**config.mk**
```make
export PLATFORM = sky130hd
export DESIGN_NAME = alu_arbiter
export DESIGN_NICKNAME = d
export VERILOG_FILES = /design/src/rtl/alu_arb_pkg.sv /design/src/rtl/alu_arbiter_rsp_slot.sv /design/src/rtl/alu_arbiter.sv
export SDC_FILE = /design/constraint.sdc
export NUM_CORES = 1
export LEC_CHECK = 0
export ABC_AREA = 1
export CORE_AREA = 2 2 119 121
export DETAILED_ROUTE_END_ITERATION = 12
export DIE_AREA = 0 0 121 123
export DONT_BUFFER_PORTS = 1
export GPL_ROUTABILITY_DRIVEN = 1
export GPL_TIMING_DRIVEN = 0
export MAX_ROUTING_LAYER = met4
export PLACE_DENSITY = 0.47
export SETUP_SLACK_MARGIN = 0.2
export SKIP_CTS_REPAIR_TIMING = 1
export SYNTH_ARGS = -nofsm -noshare
export SYNTH_HDL_FRONTEND = slang
export SYNTH_HIERARCHICAL = 1
export SYNTH_SLANG_ARGS = --single-unit
```
**constraint.sdc**
```tcl
create_clock -name Clock -period 1.6 [get_ports Clock]
set_input_delay 0.32 -clock Clock [delete_from_list [all_inputs] [get_ports Clock]]
set_output_delay 0.32 -clock Clock [all_outputs]
set_load 0.01 [all_outputs]
```
**src/rtl/alu_arb_pkg.sv**
```systemverilog
// Shared constants for the two-requester ALU arbiter.
// ALUop encodings live in the ALU decoder header and are intentionally not repeated here.
package alu_arb_pkg;

  localparam int WIDTH_DEF = 32;
  localparam int OPW_DEF   = 4;

  localparam logic REQ0 = 1'b0;
  localparam logic REQ1 = 1'b1;

  localparam logic [OPW_DEF-1:0] ALU_IDLE_OP = 4'b0;

endpackage

```
**src/rtl/alu_arbiter_rsp_slot.sv**
```systemverilog
// One-entry response buffer: captures a result on load, releases it on resp_ready.
// A load in the same cycle as a drain refills the slot with no gap in resp_valid.
module rsp_slot
  import alu_arb_pkg::*;
#(
  parameter int WIDTH = WIDTH_DEF
) (
  input  logic             Clock,
  input  logic             Reset,
  input  logic             load,
  input  logic [WIDTH-1:0] data_in,
  input  logic             resp_ready,
  output logic             resp_valid,
  output logic [WIDTH-1:0] resp_data,
  output logic             can_accept
);

  logic             valid_q, valid_d;
  logic [WIDTH-1:0] data_q,  data_d;

  always_comb begin
    valid_d = valid_q;
    data_d  = data_q;
    if (load) begin
      valid_d = 1'b1;
      data_d  = data_in;
    end else if (resp_ready) begin
      valid_d = 1'b0;
    end
  end

  always_ff @(posedge Clock) begin
    if (Reset) begin
      valid_q <= 1'b0;
      data_q  <= '0;
    end else begin
      valid_q <= valid_d;
      data_q  <= data_d;
    end
  end

  assign resp_valid = valid_q;
  assign resp_data  = data_q;
  assign can_accept = !valid_q || resp_ready;

endmodule

```
**src/rtl/alu_arbiter.sv**
```systemverilog
// Round-robin sharing of one ALU between the execute stage (r0) and the
// address/branch-target unit (r1), with a one-cycle registered result per requester.
module alu_arbiter
  import alu_arb_pkg::*;
#(
  parameter int WIDTH = WIDTH_DEF,
  parameter int OPW   = OPW_DEF
) (
  input  logic             Clock,
  input  logic             Reset,

  input  logic             r0_valid,
  output logic             r0_ready,
  input  logic [WIDTH-1:0] r0_A,
  input  logic [WIDTH-1:0] r0_B,
  input  logic [OPW-1:0]   r0_ALUop,
  output logic             r0_resp_valid,
  input  logic             r0_resp_ready,
  output logic [WIDTH-1:0] r0_resp_data,

  input  logic             r1_valid,
  output logic             r1_ready,
  input  logic [WIDTH-1:0] r1_A,
  input  logic [WIDTH-1:0] r1_B,
  input  logic [OPW-1:0]   r1_ALUop,
  output logic             r1_resp_valid,
  input  logic             r1_resp_ready,
  output logic [WIDTH-1:0] r1_resp_data,

  output logic [WIDTH-1:0] alu_A,
  output logic [WIDTH-1:0] alu_B,
  output logic [OPW-1:0]   alu_ALUop,
  input  logic [WIDTH-1:0] alu_Out
);

  logic rr_ptr_q, rr_ptr_d;
  logic can0, can1;
  logic elig0, elig1;
  logic grant0, grant1;

  // Reset gates eligibility so ready is low throughout reset.
  assign elig0 = r0_valid && can0 && !Reset;
  assign elig1 = r1_valid && can1 && !Reset;

  always_comb begin
    grant0 = elig0 && (!elig1 || (rr_ptr_q == REQ0));
    grant1 = elig1 && (!elig0 || (rr_ptr_q == REQ1));
  end

  always_comb begin
    rr_ptr_d = rr_ptr_q;
    if (grant0)      rr_ptr_d = REQ1;
    else if (grant1) rr_ptr_d = REQ0;
  end

  always_ff @(posedge Clock) begin
    if (Reset) rr_ptr_q <= REQ0;
    else       rr_ptr_q <= rr_ptr_d;
  end

  assign r0_ready = grant0;
  assign r1_ready = grant1;

  always_comb begin
    alu_A     = '0;
    alu_B     = '0;
    alu_ALUop = OPW'(ALU_IDLE_OP);
    if (grant0) begin
      alu_A     = r0_A;
      alu_B     = r0_B;
      alu_ALUop = r0_ALUop;
    end else if (grant1) begin
      alu_A     = r1_A;
      alu_B     = r1_B;
      alu_ALUop = r1_ALUop;
    end
  end

  rsp_slot #(.WIDTH(WIDTH)) u_slot0 (
    .Clock      (Clock),
    .Reset      (Reset),
    .load       (grant0),
    .data_in    (alu_Out),
    .resp_ready (r0_resp_ready),
    .resp_valid (r0_resp_valid),
    .resp_data  (r0_resp_data),
    .can_accept (can0)
  );

  rsp_slot #(.WIDTH(WIDTH)) u_slot1 (
    .Clock      (Clock),
    .Reset      (Reset),
    .load       (grant1),
    .data_in    (alu_Out),
    .resp_ready (r1_resp_ready),
    .resp_valid (r1_resp_valid),
    .resp_data  (r1_resp_data),
    .can_accept (can1)
  );

endmodule

```
==> results by group, run 1 <==
Final layout
  – Fraction of layout cells with a size suffix above 1: 0.268
  – Final Instance Area: 0.00461 sq mm
  – Most common cell after layout, fill and taps aside: nand3_1
  – Most frequent cells in the layout: 121 x nand3_1, 110 x nor2_1, 65 x dfxtp_1, 62 x o21ai_0, 38 x nand2_1
  – P&R area growth vs syn: 32.8%
  – Footprint of the multi-input gates: 0.00208 sq mm
  – Final Non-Filler Cells: about 740
  – Layout fillers: 1478
  – FF+latch area: 0.00135 sq mm
  – Nets: 726

Timing
  – Hold Violations, Final: 0
  – Slew @ Worst Pin: roughly 0.24 ns
  – Final worst slack: -0.235 ns
  – Worst clock skew: roughly 0.0054 ns
  – Final Critical Period: 1.83 ns
  – RSZ-0062 raised after global routing: true
  – Worst slew margin: 0.838
  – Hold_ws: approximately 0.054 ns
  – Final setup fails: 125
  – Max Freq: 545 MHz
  – Period utilization: 1.15
  – Final slew viol count: 0
  – Fin Setup TNS: -14.09 ns

Placed design
  – RePlAce Congestion: 0.913
  – Placement Cell Area: approximately 0.0037 sq mm
  – Placed Cells: 711
  – PortBufs: 0
  – HPWL after detailed placement: about 11000 um

Min path
  – Hold Path Class: input pin to flop

Pwr
  – Int Pwr: 3.51 mW
  – Sw frac: 0.283
  – Leakage: ~2.1 nW
  – IR drop worst, VDD: 0.418 mV
  – Comb power frac: 0.171
  – Net switching power: 1.39 mW
  – Power Density: 1060 mW/mm^2
  – Part of the power in the clock network: 0.434
  – Sequential power share: 0.395
  – Total chip power: 4.90 mW

Synth
  – Post-Synthesis Cells: 531
  – Leading area contributor after synthesis: dfxtp_1
  – Largest cells by area after synthesis: dfxtp_1 39%, nand3_1 20%, nor2_1 14%
  – Top-area cell type share of the netlist area: 0.386
  – Synth Area per Inst: 6.54 sq um
  – Syn. warnings: 6
  – Netlist cell types: 18
  – Sequential area share after synthesis: 0.386
  – Post-synthesis sequential element count: 67
  – Syn_nets: 705
  – Post-Synthesis Cell Area: about 0.0035 sq mm

Clock network
  – Clock latency on the worst-skew pair: 0.33 ns
  – Clock Tree Root: clkbuf_16
  – Inserted Clock Buffers: 9
  – Max H-tree Level: 3
  – CTS sink count: 67
  – Clock Path Buffers: 2
  – TritonCTS clock tree: built
  – Worst-path clk slew: 0.05 ns

Floorplanning
  – Die Span Y: 123 um
  – Die footprint: 0.0149 sq mm
  – Die width: 121 um
  – Ports: 310
  – Core area: 0.0136 sq mm
  – Site row count: 43
  – Initial Utilization: 0.255

Setup path
  – Setup crit start kind: flop
  – CP max FO: 8
  – Critical Path Sink Type: output pin
  – CP Data Arrival Time: roughly 1.5 ns
  – Crit path required time: 1.28 ns
  – Reg-to-reg endpoint: u_slot1/resp_data[5]
  – Reg2Reg Depth: 10
  – CP startpoint: u_slot1/resp_valid
  – Crit path to: alu_B[25]
  – Worst Path Class, Setup: flop to output pin
  – R2r setup slk: -0.07 ns
  – Worst flop-to-flop path startpoint: u_slot1/resp_valid

Global routing
  – GRT overflow: 0
  – Vias in the first global route: about 3400
  – First-pass GRT wire length: 19600 um
  – Largest net degree at the start of global routing: 12
  – Initial antenna violation count: 1
  – Total GRT Usage: 0.177

Status
  – Failing checks: negative setup slack
  – Status: finished, violations left

Routing
  – Wire per inst: approximately 20 um
  – Drt initial violations: 244
  – Via-to-Cell Ratio: 5.11
  – Number of nets with antenna violations after routing: 0
  – Via count: 3772
  – Drc violations: 0
  – Routed WL: 14400 um
  – 1st-pass router iterations: 4

Flow run
  – Max Cap Viol: 0
## power by group through the flow
stage / registers [mW] / clock network (mW) / logic (mW)
floorplan: 1.93 / 0 / 0.534
global placement: 1.97 / 0 / 0.671
detailed placement: 1.97 / 0 / 0.681
CTS: 1.93 / 2.17 / 0.685
global route: 1.95 / 2.25 / 0.919
finish: 1.93 / 2.13 / 0.838
## cell families (layout without fill, tap and decap cells)
logic type | Yosys count | count (layout) | synth area share
and+or+nand+nor | 343 | 343 | 0.425
AOI/OAI and AO/OA | 67 | 67 | 0.0973
DFF | 67 | 67 | 0.386
buffers and inverters | 54 | 80 | 0.0916
other | 0 | 1 | 0
## metrics by stage
step	setup WS, ns	util
floorplan	0.201	-
global placement	-0.193	0.274
global route	-0.336	0.339
finish	-0.235	0.339
detailed placement	-0.211	0.274
CTS	-0.574	0.298
## cell type report
cell class | instances | share of cell area
multi-input cells | 410 | 0.452
flip-flops and latches | 67 | 0.293
plain buffers | 46 | 0.0958
clock buffers | 12 | 0.0535
well taps | 180 | 0.0489
repair buffers | 10 | 0.0320
clock inverters | 4 | 0.0160
inverters | 8 | 0.00869
diodes | 1 | 0.000543
## layer usage
| layer | routed length [um] | up-vias | global-route usage |
|---|---|---|---|
| li1 | - | 1810 | - |
| met5 | 0 | - | - |
| met1 | 5340 | 1738 | 0.189 |
| met3 | 1300 | 26 | 0.0577 |
| met4 | 354 | 0 | 0.0647 |
| met2 | 7400 | 198 | 0.308 |
## flip-flops by register name, summed over array words and instances (netlist names)
name and cells:
u_slot1/resp_data 32, rr_ptr_q 1, u_slot0/resp_data 32, u_slot1/resp_valid 1, u_slot0/resp_valid 1
## critical path: stages (launching register included)
cell     delay (ns)
dfxtp_4        0.36
nand2_4        0.07
nand2_4        0.05
nor2_4         0.21
buf_6          0.17
buf_6          0.12
nand3_1        0.09
nand2_2        0.11
## synthesized netlist by cell type, drive strengths merged
master	instances
o21ai	64
nand3	137
dfxtp	67
buf	29
clkbuf	17
and2	2
nor2	131
a21oi	2
inv	8
nand2	73
o21a	1
## worst min path at each step
stage | depth (start not counted) | startpoint | endpoint
2_1_floorplan | 1 | Reset | u_slot1/resp_valid
3_3_place_gp | 1 | Reset | u_slot1/resp_valid
3_5_place_dp | 1 | Reset | u_slot1/resp_valid
4_1_cts | 1 | Reset | u_slot1/resp_valid
5_1_grt | 1 | Reset | u_slot1/resp_valid
6_report | 1 | Reset | u_slot0/resp_valid
Note: power is estimated with default switching activity, not from simulation.
==> run 2: changes to the inputs <==
--- a/config.mk
+++ b/config.mk
@@ -14,7 +14,7 @@
 export GPL_TIMING_DRIVEN = 0
 export MAX_ROUTING_LAYER = met4
 export PLACE_DENSITY = 0.47
-export SETUP_SLACK_MARGIN = 0.2
+export SETUP_SLACK_MARGIN = 0.3
 export SKIP_CTS_REPAIR_TIMING = 1
 export SYNTH_ARGS = -nofsm -noshare
 export SYNTH_HDL_FRONTEND = slang
==> results by group, run 2 (synthesized netlist as in run 1, its figures left out) <==
Status
  – Status: finished, violations left
  – Failing checks: negative setup slack

Timing
  – Worst clock skew: 0.00339 ns
  – Hold_ws: 0.0505 ns
  – Hold Violations, Final: 0
  – Final worst slack: -0.285 ns
  – Max Freq: roughly 530 MHz
  – Final setup fails: 132
  – Final slew viol count: 0
  – Slew @ Worst Pin: 0.245 ns
  – Final Critical Period: 1.89 ns
  – RSZ-0062 raised after global routing: true
  – Fin Setup TNS: -19.25 ns
  – Worst slew margin: 0.836
  – Period utilization: 1.18

Setup path
  – Critical-path top delay cell: dfxtp_4
  – Worst Path Class, Setup: flop to output pin
  – Crit path required time: 1.28 ns
  – CP Data Arrival Time: about 1.6 ns
  – Setup crit start kind: flop
  – Critical Path Sink Type: output pin
  – CP max FO: 7
  – Crit path max-delay family: simple AND/OR/NAND/NOR gates
  – CP Cell Sequence: nand2_4 -> nand2_4 -> nor2_4 -> buf_12 -> buf_8 -> buf_12 -> and2_4
  – Reg-to-reg endpoint: u_slot1/resp_data[24]
  – CP bufs+invs: 3
  – CP max stage delay: 0.36 ns
  – Worst flop-to-flop path startpoint: u_slot1/resp_valid
  – Reg2Reg Depth: 11
  – R2r setup slk: -0.13 ns

Final layout
  – Layout fillers: 1435
  – P&R area growth vs syn: 31.1%
  – Most frequent cells in the layout: 126 x nand3_1, 107 x nor2_1, 65 x dfxtp_1, 35 x nand2_1, 34 x nand2_2
  – Fraction of layout cells with a size suffix above 1: 0.268
  – Nets: 725
  – Most common cell after layout, fill and taps aside: nand3_1

Routing
  – Number of nets with antenna violations after routing: 0
  – Via-to-Cell Ratio: around 5.1
  – Via count: 3750
  – Routed WL: 14000 um
  – Drc violations: 0
  – Drt initial violations: 245
  – 1st-pass router iterations: 5
  – Wire per inst: ~19 um

Clock network
  – TritonCTS clock tree: built
  – Max H-tree Level: 3
  – Worst-path clk slew: 0.05 ns
  – Inserted Clock Buffers: 9
  – Clock Tree Root: clkbuf_16
  – Clock latency on the worst-skew pair: ~0.32 ns
  – CTS sink count: 67
  – Clock Path Buffers: 2

Placed design
  – RePlAce Congestion: ~0.89
  – PortBufs: 0
  – HPWL after detailed placement: 10800 um

Min path
  – Hold Path Class: input pin to flop
  – Worst hold stages: 1
  – WHS Endpoint: u_slot1/resp_valid
  – HP Start: Reset

Pwr
  – IR drop worst, VDD: 0.516 mV
  – Leakage: 2.04 nW
  – Total chip power: 4.53 mW
  – Power Density: 996 mW/mm^2

Global routing
  – Largest net degree at the start of global routing: 11
  – Total GRT Usage: 0.172
  – Vias in the first global route: 3370
  – GRT overflow: 0
  – First-pass GRT wire length: between 15000 and 20000 um
  – Initial antenna violation count: 1

Floorplanning
  – Core area: around 0.014 sq mm
  – Ports: 310
  – Site row count: 43
  – Initial Utilization: 0.255
  – Die Span Y: between 100 and 150 um
  – Die width: between 100 and 150 um
  – Die footprint: 0.0149 sq mm

Flow run
  – Max Cap Viol: 0
## run 2: metal layers
metal	part of all wire	track usage	routed length (um)	up-vias
met3	0.089	0.0470	1250	29
li1	-	-	-	1800
met4	0.035	0.0770	484	0
met2	0.51	0.298	7180	211
met5	0	-	0	-
met1	0.36	0.183	5050	1710
## run 2: worst max-delay path by stage
stage,startpoint,to,slack (ns),depth (start not counted)
final,u_slot1/resp_valid,r1_ready,-0.29,7
after global routing,u_slot0/resp_valid,alu_B[23],-0.37,6
after CTS,u_slot1/resp_valid,alu_A[6],-0.39,6
after detailed placement,u_slot1/resp_valid,u_slot1/resp_data[10],-0.09,8
after global placement,u_slot1/resp_valid,u_slot1/resp_data[18],-0.04,8
after floorplan,r0_resp_ready,u_slot0/resp_data[19],0.24,10
## run 2: cell type report
class	count	area, sq um	area share
multi-input cells	410	2090	0.459
flip-flops and latches	67	1350	0.296
plain buffers	46	433	0.0952
clock buffers	13	250	0.0550
well taps	180	225	0.0495
repair buffers	9	125	0.0275
inverters	8	65.1	0.0143
clock inverters	2	12.5	0.00275
diodes	1	2.50	0.000550
## run 2: stage by stage
step                 util  area, sq um  setup WS, ns  cells
detailed placement  0.282         3840       -0.0877    711
floorplan               -         3620         0.237    531
global route        0.334         4550        -0.367    736
CTS                 0.302         4110        -0.386    726
global placement    0.282         3840       -0.0443    711
finish              0.334         4550        -0.285    736
## run 2: power breakdown
part	total, mW	switching [mW]	internal (mW)
Clock	1.76	0.681	1.08
Combinational	0.829	0.516	0.313
Sequential	1.94	0.146	1.79
